File: src/rtl/lenet_conv_pkg.sv
// rtl/lenet_conv_pkg.sv - shared constants and FSM state type for the conv channel adder
package lenet_conv_pkg;
    localparam int CH_DATA_W  = 23;
    localparam int CH_ADD_LAT = 3;

    typedef enum logic [1:0] {ST_IDLE, ST_RUN, ST_DRAIN, ST_DONE} chadd_state_t;

    // Index width that stays legal when a dimension has a single entry.
    function automatic int idx_w(input int n);
        return (n > 1) ? $clog2(n) : 1;
    endfunction
endpackage

File: src/rtl/channel_adder_ctrl_if.sv
// rtl/channel_adder_ctrl_if.sv - beat input and tagged result output streams of channel_adder_ctrl
interface channel_adder_ctrl_if
    import lenet_conv_pkg::*;
#(
    parameter int IMG_W  = 10,
    parameter int IMG_H  = 10,
    parameter int OUT_CH = 16
);
    localparam int MAP_W = idx_w(OUT_CH);
    localparam int ROW_W = idx_w(IMG_H);
    localparam int COL_W = idx_w(IMG_W);

    logic                 in_valid;
    logic                 in_ready;
    logic [CH_DATA_W-1:0] d1, d2, d3, d4, d5, d6;
    logic                 out_valid;
    logic                 out_ready;
    logic [CH_DATA_W-1:0] out_data;
    logic [MAP_W-1:0]     out_map;
    logic [ROW_W-1:0]     out_row;
    logic [COL_W-1:0]     out_col;

    modport master (
        output in_valid, d1, d2, d3, d4, d5, d6, out_ready,
        input  in_ready, out_valid, out_data, out_map, out_row, out_col
    );
    modport slave (
        input  in_valid, d1, d2, d3, d4, d5, d6, out_ready,
        output in_ready, out_valid, out_data, out_map, out_row, out_col
    );
endinterface

File: src/rtl/chadd_result_fifo.sv
// rtl/chadd_result_fifo.sv - synchronous result FIFO with count/full/empty, zero data while empty
module chadd_result_fifo #(
    parameter int WIDTH = 8,
    parameter int DEPTH = 4
) (
    input  logic                     clk,
    input  logic                     rst,
    input  logic                     push,
    input  logic [WIDTH-1:0]         wdata,
    input  logic                     pop,
    output logic [WIDTH-1:0]         rdata,
    output logic [$clog2(DEPTH):0]   count,
    output logic                     full,
    output logic                     empty
);
    localparam int AW = $clog2(DEPTH);

    logic [WIDTH-1:0] mem [DEPTH];
    logic [AW-1:0]    wr_ptr, rd_ptr;
    logic             do_push, do_pop;

    assign full    = (count == (AW+1)'(DEPTH));
    assign empty   = (count == '0);
    assign do_push = push && !full;
    assign do_pop  = pop && !empty;
    assign rdata   = empty ? '0 : mem[rd_ptr];

    always_ff @(posedge clk) begin
        if (do_push) mem[wr_ptr] <= wdata;
    end

    always_ff @(posedge clk) begin
        if (rst) begin
            wr_ptr <= '0;
            rd_ptr <= '0;
            count  <= '0;
        end else begin
            if (do_push) wr_ptr <= wr_ptr + AW'(1);
            if (do_pop)  rd_ptr <= rd_ptr + AW'(1);
            count <= count + (AW+1)'(do_push) - (AW+1)'(do_pop);
        end
    end
endmodule

File: src/rtl/channel_adder.sv
// rtl/channel_adder.sv - three-stage stall-free six-input 23-bit wrapping adder tree
module channel_adder
    import lenet_conv_pkg::*;
(
    input  logic                 clk,
    input  logic [CH_DATA_W-1:0] d1,
    input  logic [CH_DATA_W-1:0] d2,
    input  logic [CH_DATA_W-1:0] d3,
    input  logic [CH_DATA_W-1:0] d4,
    input  logic [CH_DATA_W-1:0] d5,
    input  logic [CH_DATA_W-1:0] d6,
    output logic [CH_DATA_W-1:0] sum
);
    logic [CH_DATA_W-1:0] s12, s34, s56, s1234, s56_d;

    always_ff @(posedge clk) begin
        s12   <= d1 + d2;
        s34   <= d3 + d4;
        s56   <= d5 + d6;
        s1234 <= s12 + s34;
        s56_d <= s56;
        sum   <= s1234 + s56_d;
    end
endmodule

File: src/rtl/channel_adder_ctrl.sv
// rtl/channel_adder_ctrl.sv - pass sequencer and credit flow control around channel_adder; optional ReLU via CHADD_RELU_EN
module channel_adder_ctrl
    import lenet_conv_pkg::*;
#(
    parameter int IMG_W      = 10,
    parameter int IMG_H      = 10,
    parameter int OUT_CH     = 16,
    parameter int FIFO_DEPTH = 4
) (
    input  logic clk,
    input  logic rst,
    input  logic start,
    output logic busy,
    output logic done,
    channel_adder_ctrl_if.slave bus
);
    localparam int MAP_W = idx_w(OUT_CH);
    localparam int ROW_W = idx_w(IMG_H);
    localparam int COL_W = idx_w(IMG_W);
    localparam int TAG_W = MAP_W + ROW_W + COL_W;
    localparam int ENT_W = CH_DATA_W + TAG_W;
    localparam int CNT_W = $clog2(FIFO_DEPTH) + 1;
    localparam int OCC_W = CNT_W + 2;

    chadd_state_t          state, state_nxt;
    logic [MAP_W-1:0]      map_q;
    logic [ROW_W-1:0]      row_q;
    logic [COL_W-1:0]      col_q;
    logic [CH_ADD_LAT-1:0] vld_pipe;
    logic [TAG_W-1:0]      tag_pipe [CH_ADD_LAT];
    logic [CH_DATA_W-1:0]  sum, res;
    logic [ENT_W-1:0]      fifo_rdata;
    logic [CNT_W-1:0]      fifo_count;
    logic                  fifo_full, fifo_empty;
    logic [OCC_W-1:0]      occ;
    logic                  accept, pop, push, last_beat;

    // Credits cover beats still in the adder, so the FIFO can always absorb them.
    assign pop          = !fifo_empty && bus.out_ready;
    assign push         = vld_pipe[CH_ADD_LAT-1];
    assign occ          = OCC_W'($countones(vld_pipe)) + OCC_W'(fifo_count) - OCC_W'(pop);
    assign bus.in_ready = (state == ST_RUN) && (occ < OCC_W'(FIFO_DEPTH));
    assign accept       = bus.in_valid && bus.in_ready;
    assign last_beat    = (map_q == MAP_W'(OUT_CH - 1)) && (row_q == ROW_W'(IMG_H - 1)) &&
                          (col_q == COL_W'(IMG_W - 1));

    always_ff @(posedge clk) begin
        if (rst) state <= ST_IDLE;
        else     state <= state_nxt;
    end

    always_comb begin
        state_nxt = state;
        busy      = (state != ST_IDLE);
        done      = 1'b0;
        case (state)
            ST_IDLE:  if (start) state_nxt = ST_RUN;
            ST_RUN:   if (accept && last_beat) state_nxt = ST_DRAIN;
            ST_DRAIN: if (vld_pipe == '0 && fifo_empty) state_nxt = ST_DONE;
            ST_DONE: begin
                done      = 1'b1;
                state_nxt = ST_IDLE;
            end
            default:  state_nxt = ST_IDLE;
        endcase
    end

    always_ff @(posedge clk) begin
        if (rst || (state == ST_IDLE && start)) begin
            map_q <= '0;
            row_q <= '0;
            col_q <= '0;
        end else if (accept) begin
            if (col_q == COL_W'(IMG_W - 1)) begin
                col_q <= '0;
                if (row_q == ROW_W'(IMG_H - 1)) begin
                    row_q <= '0;
                    map_q <= (map_q == MAP_W'(OUT_CH - 1)) ? '0 : map_q + MAP_W'(1);
                end else begin
                    row_q <= row_q + ROW_W'(1);
                end
            end else begin
                col_q <= col_q + COL_W'(1);
            end
        end
    end

    always_ff @(posedge clk) begin
        if (rst) vld_pipe <= '0;
        else     vld_pipe <= {vld_pipe[CH_ADD_LAT-2:0], accept};
    end

    // Tags ride alongside the adder every cycle; the valid pipe says which are real.
    always_ff @(posedge clk) begin
        tag_pipe[0] <= {map_q, row_q, col_q};
        for (int i = 1; i < CH_ADD_LAT; i++) tag_pipe[i] <= tag_pipe[i-1];
    end

    channel_adder u_adder (
        .clk (clk),
        .d1  (bus.d1),
        .d2  (bus.d2),
        .d3  (bus.d3),
        .d4  (bus.d4),
        .d5  (bus.d5),
        .d6  (bus.d6),
        .sum (sum)
    );

`ifdef CHADD_RELU_EN
    assign res = sum[CH_DATA_W-1] ? '0 : sum;
`else
    assign res = sum;
`endif

    chadd_result_fifo #(.WIDTH(ENT_W), .DEPTH(FIFO_DEPTH)) u_fifo (
        .clk   (clk),
        .rst   (rst),
        .push  (push),
        .wdata ({res, tag_pipe[CH_ADD_LAT-1]}),
        .pop   (pop),
        .rdata (fifo_rdata),
        .count (fifo_count),
        .full  (fifo_full),
        .empty (fifo_empty)
    );

    assign bus.out_valid = !fifo_empty;
    assign {bus.out_data, bus.out_map, bus.out_row, bus.out_col} = fifo_rdata;

    always_ff @(posedge clk) begin
        if (!rst) assert (!(push && fifo_full && !pop));
    end
endmodule

File: src/flat_wrapper.sv
// flat-port wrapper written by rule: the top's interface ports become plain ports
module channel_adder_ctrl_flat import lenet_conv_pkg::*;
#(
    parameter int IMG_W      = 10,
    parameter int IMG_H      = 10,
    parameter int OUT_CH     = 16,
    parameter int FIFO_DEPTH = 4
)
  (clk, rst, start, busy, done, bus_in_valid, bus_d1, bus_d2, bus_d3, bus_d4, bus_d5, bus_d6, bus_out_ready, bus_in_ready, bus_out_valid, bus_out_data, bus_out_map, bus_out_row, bus_out_col);
  channel_adder_ctrl_if #(.IMG_W(IMG_W), .IMG_H(IMG_H), .OUT_CH(OUT_CH)) bus_i ();
  input  logic clk;
  input  logic rst;
  input  logic start;
  output logic busy;
  output logic done;
  input wire logic [$bits(bus_i.in_valid)-1:0] bus_in_valid;
  input wire logic [$bits(bus_i.d1)-1:0] bus_d1;
  input wire logic [$bits(bus_i.d2)-1:0] bus_d2;
  input wire logic [$bits(bus_i.d3)-1:0] bus_d3;
  input wire logic [$bits(bus_i.d4)-1:0] bus_d4;
  input wire logic [$bits(bus_i.d5)-1:0] bus_d5;
  input wire logic [$bits(bus_i.d6)-1:0] bus_d6;
  input wire logic [$bits(bus_i.out_ready)-1:0] bus_out_ready;
  output wire logic [$bits(bus_i.in_ready)-1:0] bus_in_ready;
  output wire logic [$bits(bus_i.out_valid)-1:0] bus_out_valid;
  output wire logic [$bits(bus_i.out_data)-1:0] bus_out_data;
  output wire logic [$bits(bus_i.out_map)-1:0] bus_out_map;
  output wire logic [$bits(bus_i.out_row)-1:0] bus_out_row;
  output wire logic [$bits(bus_i.out_col)-1:0] bus_out_col;
  assign bus_i.in_valid = bus_in_valid;
  assign bus_i.d1 = bus_d1;
  assign bus_i.d2 = bus_d2;
  assign bus_i.d3 = bus_d3;
  assign bus_i.d4 = bus_d4;
  assign bus_i.d5 = bus_d5;
  assign bus_i.d6 = bus_d6;
  assign bus_i.out_ready = bus_out_ready;
  assign bus_in_ready = bus_i.in_ready;
  assign bus_out_valid = bus_i.out_valid;
  assign bus_out_data = bus_i.out_data;
  assign bus_out_map = bus_i.out_map;
  assign bus_out_row = bus_i.out_row;
  assign bus_out_col = bus_i.out_col;
  channel_adder_ctrl #(.IMG_W(IMG_W), .IMG_H(IMG_H), .OUT_CH(OUT_CH), .FIFO_DEPTH(FIFO_DEPTH)) u_core (.clk(clk), .rst(rst), .start(start), .busy(busy), .done(done), .bus(bus_i));
endmodule
File: config.mk
export PLATFORM = sky130hd
export DESIGN_NAME = channel_adder_ctrl_flat
export DESIGN_NICKNAME = d
export VERILOG_FILES = /design/src/rtl/lenet_conv_pkg.sv /design/src/rtl/channel_adder_ctrl_if.sv /design/src/rtl/chadd_result_fifo.sv /design/src/rtl/channel_adder.sv /design/src/rtl/channel_adder_ctrl.sv /design/src/flat_wrapper.sv
export SDC_FILE = /design/constraint.sdc
export NUM_CORES = 1
export LEC_CHECK = 0
export CAP_MARGIN = 5
export CORE_UTILIZATION = 50
export CTS_CLUSTER_DIAMETER = 120
export DETAILED_ROUTE_END_ITERATION = 6
export GPL_ROUTABILITY_DRIVEN = 0
export PLACE_DENSITY = 0.76
export SLEW_MARGIN = 20
export SYNTH_ARGS = -nofsm -noshare
export SYNTH_HDL_FRONTEND = slang
export SYNTH_SLANG_ARGS = --single-unit
File: constraint.sdc
create_clock -name clk -period 6.5 [get_ports clk]
set_input_delay 0.975 -clock clk [delete_from_list [all_inputs] [get_ports clk]]
set_output_delay 0.975 -clock clk [all_outputs]
set_load 0.1 [all_outputs]
# [After elaboration in Yosys (flattened, before gate mapping)]
# Memories as Yosys holds them, arrays and structs flattened. A register that Yosys moved wholly into a read port is not among the register bits.
# Index checks and enable logic that the tools add are counted.
[word_totals] reg_bits=162 ram_bits=176 output_inout_bits=39 wordCells=76 mem_count=2
[classes] addsub=16 n_lt_le_gt_ge=1 n_eq_ne=10 muxes=13 reduce_logical=20
[mem_list] name="u_core.u_fifo.mem" depth=4 word_bits=35 read_ports=1 rd_clocked_by_memory_dff=1 wr=1 line_no="chadd_result_fifo.sv:18" rtl="logic [WIDTH-1:0] mem [DEPTH];"
[mem_list] name="u_core.tag_pipe" depth=3 word_bits=12 read_ports=3 rd_clocked_by_memory_dff=0 wr=3 line_no="channel_adder_ctrl.sv:30" rtl="logic [TAG_W-1:0] tag_pipe [CH_ADD_LAT];"
[ops] op="$add A23 B23 Y23" n=5
[ops] op="$mux W35" n=1
[ops] op="$add A4 B1 Y4 const B" n=3
[ops] op="$eq A4 B4 Y1 const B" n=3
[ops] op="$mux W4" n=3
[ops] op="$logic_and A1 B1 Y1" n=10
[ops] op="$mux W2" n=5
[ops] op="$pmux W2 S4" n=1
[ops] op="$logic_not A3 Y1" n=2
[ops] op="$reduce_and A3 Y1" n=2
[ops] op="$add A5 B1 Y5" n=1
[ops] op="$add A5 B3 Y5" n=1
[ops] op="$lt A5 B3 Y1 const B" n=1
[ops] op="$sub A5 B1 Y5" n=1
[ops] op="$add A2 B1 Y2 const B" n=2
[ops] op="$eq A2 B2 Y1 const B" n=2
[ops] op="$ne A2 B2 Y1 const B" n=2
[ops] op="$add A3 B1 Y3" n=1
[ops] op="$eq A3 B3 Y1 const B" n=1
[ops] op="$mux W1" n=3
[ops] op="$sub A3 B1 Y3" n=1
[ops] op="$add A1 B1 Y2" n=1
[ops] op="$eq A2 B1 Y1 const B" n=1
[ops] op="$logic_not A1 Y1" n=2
[ops] op="5 further kinds" n=5

# [Depth between registers and ports, before layout]
# Gate-level depths: netlist of run 1.
[depth] depth_word=10 depth_mapped=15

# [Cells and area by module]
# From an unflattened synthesis of run 1, not the netlist that was laid out.
[unflattened] hier_cells=1332 hier_area_um2=15930.3
[by_module_without_submodules] module="channel_adder" n_inst=1 cells_per_inst=885 area_per_inst_um2=8120.3 seq_area_each_um2=2762.6
[by_module_without_submodules] module="chadd_result_fifo" n_inst=1 cells_per_inst=273 area_per_inst_um2=5913.2 seq_area_each_um2=4384.2
[by_module_without_submodules] module="channel_adder_ctrl" n_inst=1 cells_per_inst=174 area_per_inst_um2=1896.8 seq_area_each_um2=1061.0

# [Worst setup path after synthesis of run 1]
# Ideal clock, no wire load.
[synth_path] path_kind="input-to-output" startpoint="input port bus_out_ready" endpoint="output port bus_in_ready" t_arrival_ns=3.092 slack_ns=2.433 stages=9 path_cell_list="and2_1 -> ha_1 -> inv_1 -> ha_1 -> a21o_1 -> a21oi_2 -> a31oi_1 -> o21ai_0 -> and2_1"
[synth_via] elab_chain_cells=4
[synth_rtl] item="start, declared" line_no="flat_wrapper.sv:23" rtl="input wire logic [$bits(bus_i.out_ready)-1:0] bus_out_ready;"
[synth_rtl] item="$logic_and A1 B1 Y1" line_no="channel_adder_ctrl.sv:39" rtl="assign pop = !fifo_empty && bus.out_ready;"
[synth_rtl] item="$sub A5 B1 Y5" line_no="channel_adder_ctrl.sv:41" rtl="assign occ = OCC_W'($countones(vld_pipe)) + OCC_W'(fifo_count) - OCC_W'(pop);"
[synth_rtl] item="$lt A5 B3 Y1" line_no="channel_adder_ctrl.sv:42" rtl="assign bus.in_ready = (state == ST_RUN) && (occ < OCC_W'(FIFO_DEPTH));"
[synth_rtl] item="$logic_and A1 B1 Y1" line_no="channel_adder_ctrl.sv:42"
[synth_rtl] item="end, declared" line_no="flat_wrapper.sv:24" rtl="output wire logic [$bits(bus_i.in_ready)-1:0] bus_in_ready;"
# No other way between the ends.

# [Worst setup path after layout of run 1]
# Ends and elaborated chain as after synthesis.

==> impl_metrics.py, run 1 <==
metrics = {
    "synth": {
        "yosys_warnings": 0,
        "ys.flop_type": "dfxtp_1",
        "synth_fp_nets": 1584,
        "synth_edf_count": 140,
        "syn_area_um2": 15600,
        "async_flop_share": 0,
        "synth_cell_types": 69,
        "postSynthAreaPerCell_um2": 11.9,
        "synth-seq-area-share": 0.528,
        "netlist_instances": 1305,
        "ys_ff_latch": 340,
    },
    "timing": {
        "post-route-period-util": 0.784,
        "hold-worst-slack_ps": 312,
        "fin_setup_tns_ps": 0,
        "setup_viol": 0,
        "fmax_mhz": 196,
        "hold_violations": 0,
        "maxSlewHeadroom": 0.349,
        "slew_violations": 0,
        "rsz0062_at_grt": "false",
        "worst_slack_ps": 1400,
        "finalClockSkew_ps": 18.7,
        "worst_pin_slew_ps": 973,
        "fin_crit_ps": 5100,
    },
    "place": {
        "hpwl_mm": 21.7,
        "dpl_cell_area_um2": 17800,
        "dp_cells": 1863,
        "dp_slack_ps": 1380,
        "portBuffers": 181,
    },
    "worst_setup_path": {
        "start_kind": "primary input",
        "worstSetupPathType": "in -> out",
        "max_stage_delay_ps": 1120,
        "critPathSlowestCell": "clkdlybuf4s50_1",
        "endpoint_kind": "output pin",
        "cp_cell_sequence": "clkdlybuf4s50_1 > and2_1 > ha_1 > inv_1 > ha_1 > a21o_1 > a21oi_2 > a31oi_1 > o21ai_0 > and2_1 > clkdlybuf4s50_1",
        "crit_buf_inv": 3,
        "critPathTopFamily": "buffers and inverters",
        "worstPathArrival_ps": 4120,
        "cp.required_ps": 5520,
        "cp_max_fo": 5,
    },
    "detailed_routing": {
        "wirelength_mm": 29.0,
        "wl_per_cell_um": 15.0,
        "drc": 0,
        "viasPerCell": 5.34,
        "drt_iter0_drc": 581,
        "vias": 10300,
        "route.antenna.remaining_nets": 0,
        "firstDrtPassIters": 5,
    },
    "global_routing": {
        "grt_pass1_wl_mm": 47.0,
        "grt_pass1_vias": 10100,
        "grt_usage": 0.185,
        "grt_max_degree": 38,
        "grt_overflow": 0,
        "antenna_found_initial": 7,
    },
    "floorplan": {
        "rows": 64,
        "dieArea_um2": 31800,
        "die_w_um": 178,
        "initial_core_util": 0.508,
        "die_h_um": 178,
        "core_area_um2": 30600,
        "io_pins": 182,
    },
    "layout": {
        "final_cell_area_um2": 18900,
        "fin_util": 0.618,
        "syn_to_final_growth_pct": 21.6,
        "drive_above_1_share": 0.0706,
        "final_nets": 1782,
        "instances_no_fill": 1928,
    },
    "clock_network": {
        "clk_pin_slew_worst_paths_ps": 60,
        "cts.sinks": 340,
        "cts_root_buf": "clkbuf_16",
        "cts_tree": "done",
        "cts_hold_buf": 0,
        "clk_path_buf_depth": 3,
        "cts.htree.levels": 2,
        "postCtsSetupRepairBufs": 0,
        "numCtsBuffers": 34,
        "insertion_delay_ps": 510,
        "cts_resized": 0,
    },
    "hold_path": {
        "hp-class": "reg -> reg",
    },
    "pwr": {
        "total_power_mw": 8.16,
        "p_per_area_nw_per_um2": 431,
        "p_leak_nw": 7.32,
        "max-vdd-ir-drop_v": 0.000270,
    },
    "outcome": {
        "status": "finished, final reports clean",
    },
    "flow_run": {
        "maxCapViolCount": 0,
    },
}
state kept, by name, indices dropped and copies added, names as in the netlist, 3 cells and up, named ones only:
name,flops
u_core.u_fifo.mem,140
u_core.map_q,4
u_core.u_adder.s56,23
u_core.u_adder.s56_d,23
u_core.u_adder.s1234,23
u_core.tag_pipe,36
u_core.u_adder.s34,23
u_core.u_adder.s12,23
u_core.vld_pipe,3
u_core.row_q,4
u_core.col_q,4
u_core.u_adder.sum,23
u_core.u_fifo.count,3
cells in the final DEF (no fill, tap or decap), types with 52 or more instances in the layout:
cell type / n
clkdlybuf4s50_1: 181
xnor2_1: 67
a21oi_1: 100
inv_1: 58
o21ai_0: 52
ha_1: 130
edfxtp_1: 140
dfxtp_1: 199
nor2_1: 76
where the power goes:
part,internal [mW],leakage (nW),switching (mW)
clock network,1.12,0.543,0.774
logic,1.25,3.91,2.21
registers,2.63,2.86,0.174
routing by layer:
metal	vias up	GRT usage	part of all wire	routed length (µm)
li1	5208	-	-	-
met1	4764	0.231	0.45	12900
met2	245	0.318	0.47	13800
met3	66	0.0396	0.051	1490
met4	10	0.0611	0.027	782
met5	-	0	0.0027	79
cells by family (layout without fill, tap and decap cells):
kind of cell / Yosys count / in the layout / share of synthesized area
DFF: 340 / 340 / 0.528
AOI/OAI and AO/OA: 318 / 318 / 0.133
and+or+nand+nor: 286 / 286 / 0.0942
other: 0 / 3 / 0
buffers and inverters: 84 / 308 / 0.0213
xor gates and xnor gates: 98 / 98 / 0.0552
muxes: 43 / 43 / 0.0559
adders and majority gates: 136 / 136 / 0.112
worst paths after layout:
path,from,to,slack (ps),cells after the start
max,bus_out_ready,bus_in_ready,1400,11
max reg2reg,u_core.u_fifo.count[2]$_SDFF_PP0_,u_core.row_q[3]$_SDFFE_PP0P_,3320,13
min reg2reg,u_core.tag_pipe[0][1]$_DFF_P_,u_core.tag_pipe[0][13]$_DFF_P_,310,0
min,u_core.tag_pipe[0][1]$_DFF_P_,u_core.tag_pipe[0][13]$_DFF_P_,310,0
final cells by class:
type | instances | area [µm²]
clock inverter | 19 | 196
timing repair buffer | 188 | 1860
antenna | 3 | 7.51
sequential | 340 | 8210
clock buffer | 43 | 905
multi-input combinational | 881 | 7010
inverter | 58 | 218
fill | 2391 | 11700
tap | 396 | 495
synthesized netlist by cell type (all sizes together), types with 11 or more instances:
library cell / instances / area share
nand2: 47 / 0.011
clkbuf: 20 / 0.0048
a21o: 47 / 0.023
nand4: 11 / 0.0044
xnor2: 67 / 0.038
xor2: 31 / 0.017
nor2b: 11 / 0.0044
o21ai: 57 / 0.018
nor2: 76 / 0.018
a21oi: 102 / 0.033
and2: 46 / 0.019
nor3: 17 / 0.0055
o21bai: 12 / 0.0058
edfxtp: 140 / 0.27
a211oi: 12 / 0.0058
ha: 130 / 0.10
dfxtp: 200 / 0.26
inv: 58 / 0.014
o21a: 19 / 0.0092
and3: 14 / 0.0056
nand2b: 17 / 0.0068
nand3: 21 / 0.0068
mux4: 35 / 0.051
(Power assumes the default switching activity.)
==> run 2: changes to the inputs <==
--- a/config.mk
+++ b/config.mk
@@ -10,7 +10,7 @@
 export CTS_CLUSTER_DIAMETER = 120
 export DETAILED_ROUTE_END_ITERATION = 6
 export GPL_ROUTABILITY_DRIVEN = 0
-export PLACE_DENSITY = 0.76
+export PLACE_DENSITY = 0.78
 export SLEW_MARGIN = 20
 export SYNTH_ARGS = -nofsm -noshare
 export SYNTH_HDL_FRONTEND = slang
==> constraint.sdc (replaced) <==
create_clock -name clk -period 4.21 [get_ports clk]
set_input_delay 0.6315 -clock clk [delete_from_list [all_inputs] [get_ports clk]]
set_output_delay 0.6315 -clock clk [all_outputs]
set_load 0.1 [all_outputs]
==> impl_metrics.py, run 2 (synthesis results as in run 1) <==
metrics = {
    "outcome": {
        "status": "finished, final reports clean",
    },
    "timing": {
        "fmax_mhz": 268,
        "fin_setup_tns_ps": 0,
        "post-route-period-util": 0.885,
        "hold_violations": 0,
        "rsz0062_at_grt": "false",
        "worst_pin_slew_ps": 962,
        "fin_crit_ps": 3720,
        "finalClockSkew_ps": 16.0,
        "maxSlewHeadroom": 0.357,
        "slew_violations": 0,
        "setup_viol": 0,
    },
    "hold_path": {
        "hp-class": "reg -> reg",
    },
    "floorplan": {
        "initial_core_util": 0.508,
        "die_w_um": 178,
        "rows": 64,
        "core_area_um2": 30600,
        "dieArea_um2": 31800,
        "die_h_um": 178,
        "io_pins": 182,
    },
    "worst_setup_path": {
        "cp.required_ps": 3580,
        "crit_buf_inv": 3,
        "cp_max_fo": 7,
        "endpoint_kind": "output pin",
        "cp_cell_sequence": "inv_1 > nand3_1 > and2_1 > ha_1 > inv_1 > ha_1 > a21o_1 > a21oi_2 > nor2b_1 > a31oi_1 > o21ai_0 > and2_1 > buf_12",
        "worstPathArrival_ps": 3090,
        "start_kind": "register",
        "critPathSlowestCell": "dfxtp_1",
        "critPathTopFamily": "compound AO/OA/AOI/OAI gates",
        "max_stage_delay_ps": 460,
        "worstSetupPathType": "reg -> out",
    },
    "detailed_routing": {
        "wl_per_cell_um": 15.5,
        "wirelength_mm": 30.0,
        "route.antenna.remaining_nets": 0,
        "drt_iter0_drc": 605,
        "viasPerCell": 5.39,
        "drc": 0,
        "vias": 10400,
        "firstDrtPassIters": 5,
    },
    "pwr": {
        "p_per_area_nw_per_um2": 667,
        "max-vdd-ir-drop_v": 0.000419,
        "total_power_mw": 12.6,
        "p_leak_nw": 7.40,
    },
    "layout": {
        "largest_reg_flops": 140,
        "fin_util": 0.617,
        "syn_to_final_growth_pct": 21.3,
        "top_regs": "u_core.u_fifo.mem x140, u_core.tag_pipe x36",
        "final_nets": 1781,
        "regMostFlops": "u_core.u_fifo.mem",
        "mostFrequentLayoutCells": "dfxtp_1 (199), clkdlybuf4s50_1 (144), edfxtp_1 (140)",
        "drive_above_1_share": 0.0950,
        "final_common_cell": "dfxtp_1",
    },
    "place": {
        "portBuffers": 181,
        "hpwl_mm": 22.7,
    },
    "clock_network": {
        "insertion_delay_ps": 550,
        "cts_resized": 0,
        "cts.sinks": 340,
        "cts_hold_buf": 0,
        "clk_path_buf_depth": 3,
        "clk_pin_slew_worst_paths_ps": 60,
        "numCtsBuffers": 31,
        "cts_tree": "done",
        "cts.htree.levels": 1,
        "postCtsSetupRepairBufs": 0,
        "cts_root_buf": "clkbuf_16",
    },
    "flow_run": {
        "maxCapViolCount": 0,
    },
    "global_routing": {
        "grt_usage": 0.190,
        "antenna_found_initial": 4,
        "grt_max_degree": 38,
        "grt_pass1_vias": 10200,
        "grt_overflow": 0,
        "grt_pass1_wl_mm": 48.2,
    },
}
-- run 2: changes by cell type in the layout (fill, tap and decap cells not counted), sizes merged --
cell           previous run  this run
buf                       7        46
inv                      61        60
clkdlybuf4s50           181       144
bufinv                    3         4
clkbuf                   43        45
clkinvlp                  1         0
diode                     3         4
clkinv                   12         7
-- run 2: metrics by stage --
step	hold WS (ps)	setup slack, ps	cell area [µm²]	cells
finish	325	485	18900	1927
global route	324	283	18900	1923
CTS	321	466	18900	1923
detailed placement	312	651	17700	1865
global placement	310	688	17700	1865
floorplan	310	666	15600	1305
-- run 2: final cells by class --
class	instances	area, µm²
sequential	340	8210
fill	2362	11700
timing repair buffer	190	1800
tap	396	495
antenna	4	10.0
clock inverter	13	169
inverter	58	218
multi-input combinational	881	7010
clock buffer	45	951
-- run 2: path summary, 6_finish.rpt --
| path | from | to | slack, ps | cells past startpoint |
|---|---|---|---|---|
| worst max-delay path | u_core.u_fifo.count[2]$_SDFF_PP0_ | bus_in_ready | 490 | 13 |
| worst min-delay path | u_core.u_adder.s56[15]$_DFF_P_ | u_core.u_adder.s56_d[15]$_DFF_P_ | 330 | 0 |
| worst max register to register | u_core.u_fifo.count[2]$_SDFF_PP0_ | u_core.row_q[3]$_SDFFE_PP0P_ | 1080 | 13 |
| worst min register to register | u_core.u_adder.s56[15]$_DFF_P_ | u_core.u_adder.s56_d[15]$_DFF_P_ | 330 | 0 |
-- run 2: power breakdown --
part	switching, mW	internal (mW)	total [mW]
combinational	3.41	1.88	5.29
clock	1.13	1.81	2.94
sequential	0.294	4.06	4.35
total	4.84	7.74	12.6
-- run 2: metal layers --
metal  vias up  track usage  part of all wire
met5         -            0                 0
met4         0       0.0720             0.031
met3        68       0.0303             0.049
met2       285        0.329              0.48
met1      4831        0.238              0.44
li1       5197            -                 -
-- run 2: worst register-to-register path: stages (launching register included) --
cell and delay (ps):
dfxtp_1 460, inv_1 140, nand3_1 120, and2_1 220, ha_1 260, inv_1 50
ha_1 210, a21o_1 190, a21oi_2 260, mux2i_1 150, nor4_1 520, o21ai_0 180
a22oi_1 210, nor2_1 50
==> run 3: changes to the inputs <==
--- a/config.mk
+++ b/config.mk
@@ -10,7 +10,7 @@
 export CTS_CLUSTER_DIAMETER = 120
 export DETAILED_ROUTE_END_ITERATION = 6
 export GPL_ROUTABILITY_DRIVEN = 0
-export PLACE_DENSITY = 0.78
+export PLACE_DENSITY = 0.75
 export SLEW_MARGIN = 20
 export SYNTH_ARGS = -nofsm -noshare
 export SYNTH_HDL_FRONTEND = slang
==> impl_metrics.py, run 3 (synthesis results as in run 1) <==
metrics = {
    "worst_setup_path": {
        "cp_max_fo": 7,
        "r2r-end": "u_core.row_q[3]$_SDFFE_PP0P_",
        "endpoint_kind": "output pin",
        "cp.required_ps": 3580,
        "r2r_start": "u_core.u_fifo.count[2]$_SDFF_PP0_",
        "worstSetupPathType": "reg -> out",
        "r2r_slack_ps": 980,
        "start_kind": "register",
        "worstPathArrival_ps": 3160,
        "reg2regPathDepth": 13,
    },
    "detailed_routing": {
        "route.antenna.remaining_nets": 0,
        "viasPerCell": 5.34,
        "firstDrtPassIters": 5,
        "wirelength_mm": 30.0,
        "vias": 10300,
        "drc": 0,
        "wl_per_cell_um": 15.6,
        "drt_iter0_drc": 581,
    },
    "clock_network": {
        "numCtsBuffers": 34,
        "cts_hold_buf": 0,
        "postCtsSetupRepairBufs": 0,
        "cts.htree.levels": 2,
        "insertion_delay_ps": 510,
        "cts.sinks": 340,
        "cts_resized": 0,
        "cts_tree": "done",
        "clk_path_buf_depth": 3,
        "clk_pin_slew_worst_paths_ps": 60,
        "cts_root_buf": "clkbuf_16",
    },
    "timing": {
        "fmax_mhz": 264,
        "fin_setup_tns_ps": 0,
        "finalClockSkew_ps": 17.1,
        "setup_viol": 0,
        "maxSlewHeadroom": 0.357,
        "post-route-period-util": 0.901,
        "fin_crit_ps": 3790,
        "hold-worst-slack_ps": 315,
        "hold_violations": 0,
        "worst_pin_slew_ps": 961,
        "worst_slack_ps": 416,
        "slew_violations": 0,
        "rsz0062_at_grt": "false",
    },
    "floorplan": {
        "io_pins": 182,
        "core_area_um2": 30600,
        "die_w_um": 178,
        "die_h_um": 178,
        "dieArea_um2": 31800,
        "rows": 64,
        "initial_core_util": 0.508,
    },
    "global_routing": {
        "grt_usage": 0.189,
        "grt_pass1_wl_mm": 47.2,
        "grt_pass1_vias": 9977,
        "grt_overflow": 0,
        "antenna_found_initial": 4,
        "grt_max_degree": 38,
    },
    "flow_run": {
        "maxCapViolCount": 0,
    },
    "pwr": {
        "p_switching_mw": 4.91,
        "switching_share": 0.396,
        "sequentialPowerShare": 0.352,
        "cell_internal_pwr_mw": 7.48,
        "max-vdd-ir-drop_v": 0.000372,
        "p_leak_nw": 7.34,
        "pwr-share-comb": 0.426,
        "p_per_area_nw_per_um2": 660,
        "clockPowerShare": 0.221,
    },
    "hold_path": {
        "hold_depth": 0,
        "hp-class": "reg -> reg",
        "hold_path_startpoint": "u_core.u_adder.s56[7]$_DFF_P_",
        "min_to": "u_core.u_adder.s56_d[7]$_DFF_P_",
    },
    "layout": {
        "drive_above_1_share": 0.0942,
        "regMostFlops": "u_core.u_fifo.mem",
        "final_common_cell": "dfxtp_1",
        "final_cell_area_um2": 18800,
        "syn_to_final_growth_pct": 20.6,
        "mostFrequentLayoutCells": "dfxtp_1 (199), clkdlybuf4s50_1 (144), edfxtp_1 (140)",
        "final_nets": 1783,
        "top_regs": "u_core.u_fifo.mem x140, u_core.tag_pipe x36",
        "largest_reg_flops": 140,
    },
    "place": {
        "hpwl_mm": 22.2,
        "dp_slack_ps": 539,
        "dpl_cell_area_um2": 17700,
        "portBuffers": 181,
    },
    "outcome": {
        "status": "finished, final reports clean",
    },
}
run 3: worst max-delay path by stage:
stage / cells past startpoint / startpoint / to / slack (ps)
after global placement: 11 / bus_d6[0] / u_core.u_adder.s56[22]$_DFF_P_ / 590
final: 13 / u_core.u_fifo.count[2]$_SDFF_PP0_ / bus_in_ready / 420
after floorplan: 12 / u_core.u_fifo.count[2]$_SDFF_PP0_ / bus_in_ready / 670
after detailed placement: 11 / bus_d6[0] / u_core.u_adder.s56[22]$_DFF_P_ / 540
after CTS: 13 / u_core.u_fifo.count[2]$_SDFF_PP0_ / bus_in_ready / 390
after global routing: 13 / u_core.u_fifo.count[2]$_SDFF_PP0_ / bus_in_ready / 210
run 3: metrics by stage:
stage	utilization	total power [mW]	instances
CTS	0.613	12.5	1925
finish	0.613	12.4	1927
floorplan	-	8.52	1305
detailed placement	0.580	9.71	1864
global route	0.613	13.1	1925
global placement	0.580	9.61	1864
run 3: layer usage:
layer	vias to the layer above	wire (µm)	track usage	part of all wire
met4	2	814	0.0763	0.027
li1	5197	-	-	-
met3	59	1460	0.0339	0.049
met1	4748	13300	0.238	0.44
met5	-	17	0	0.00057
met2	276	14400	0.320	0.48
run 3: cell type report:
| type | instances | area (µm²) |
|---|---|---|
| Fill cell | 2405 | 11800 |
| Sequential cell | 340 | 8210 |
| Multi-Input combinational cell | 881 | 7010 |
| Timing Repair Buffer | 189 | 1790 |
| Clock buffer | 41 | 907 |
| Tap cell | 396 | 495 |
| Inverter | 58 | 218 |
| Clock inverter | 20 | 120 |
| Antenna cell | 2 | 5.00 |
run 3: power by group through the flow:
stage	combinational, mW	sequential [mW]	clock [mW]
final	5.28	4.36	2.74
after global routing	5.70	4.42	2.93
after CTS	5.30	4.37	2.81
after detailed placement	5.27	4.44	0
after global placement	5.20	4.41	0
after floorplan	4.24	4.28	0
run 3: worst max-delay path: stages (launching register included):
cell     delay [ps]
dfxtp_1         460
inv_1           150
nand3_1         120
and2_1          220
ha_1            250
inv_1            60
ha_1            230
a21o_1          190
a21oi_2         270
nor2b_1          80
a31oi_1         160
o21ai_0         100
and2_1          200
buf_12          170
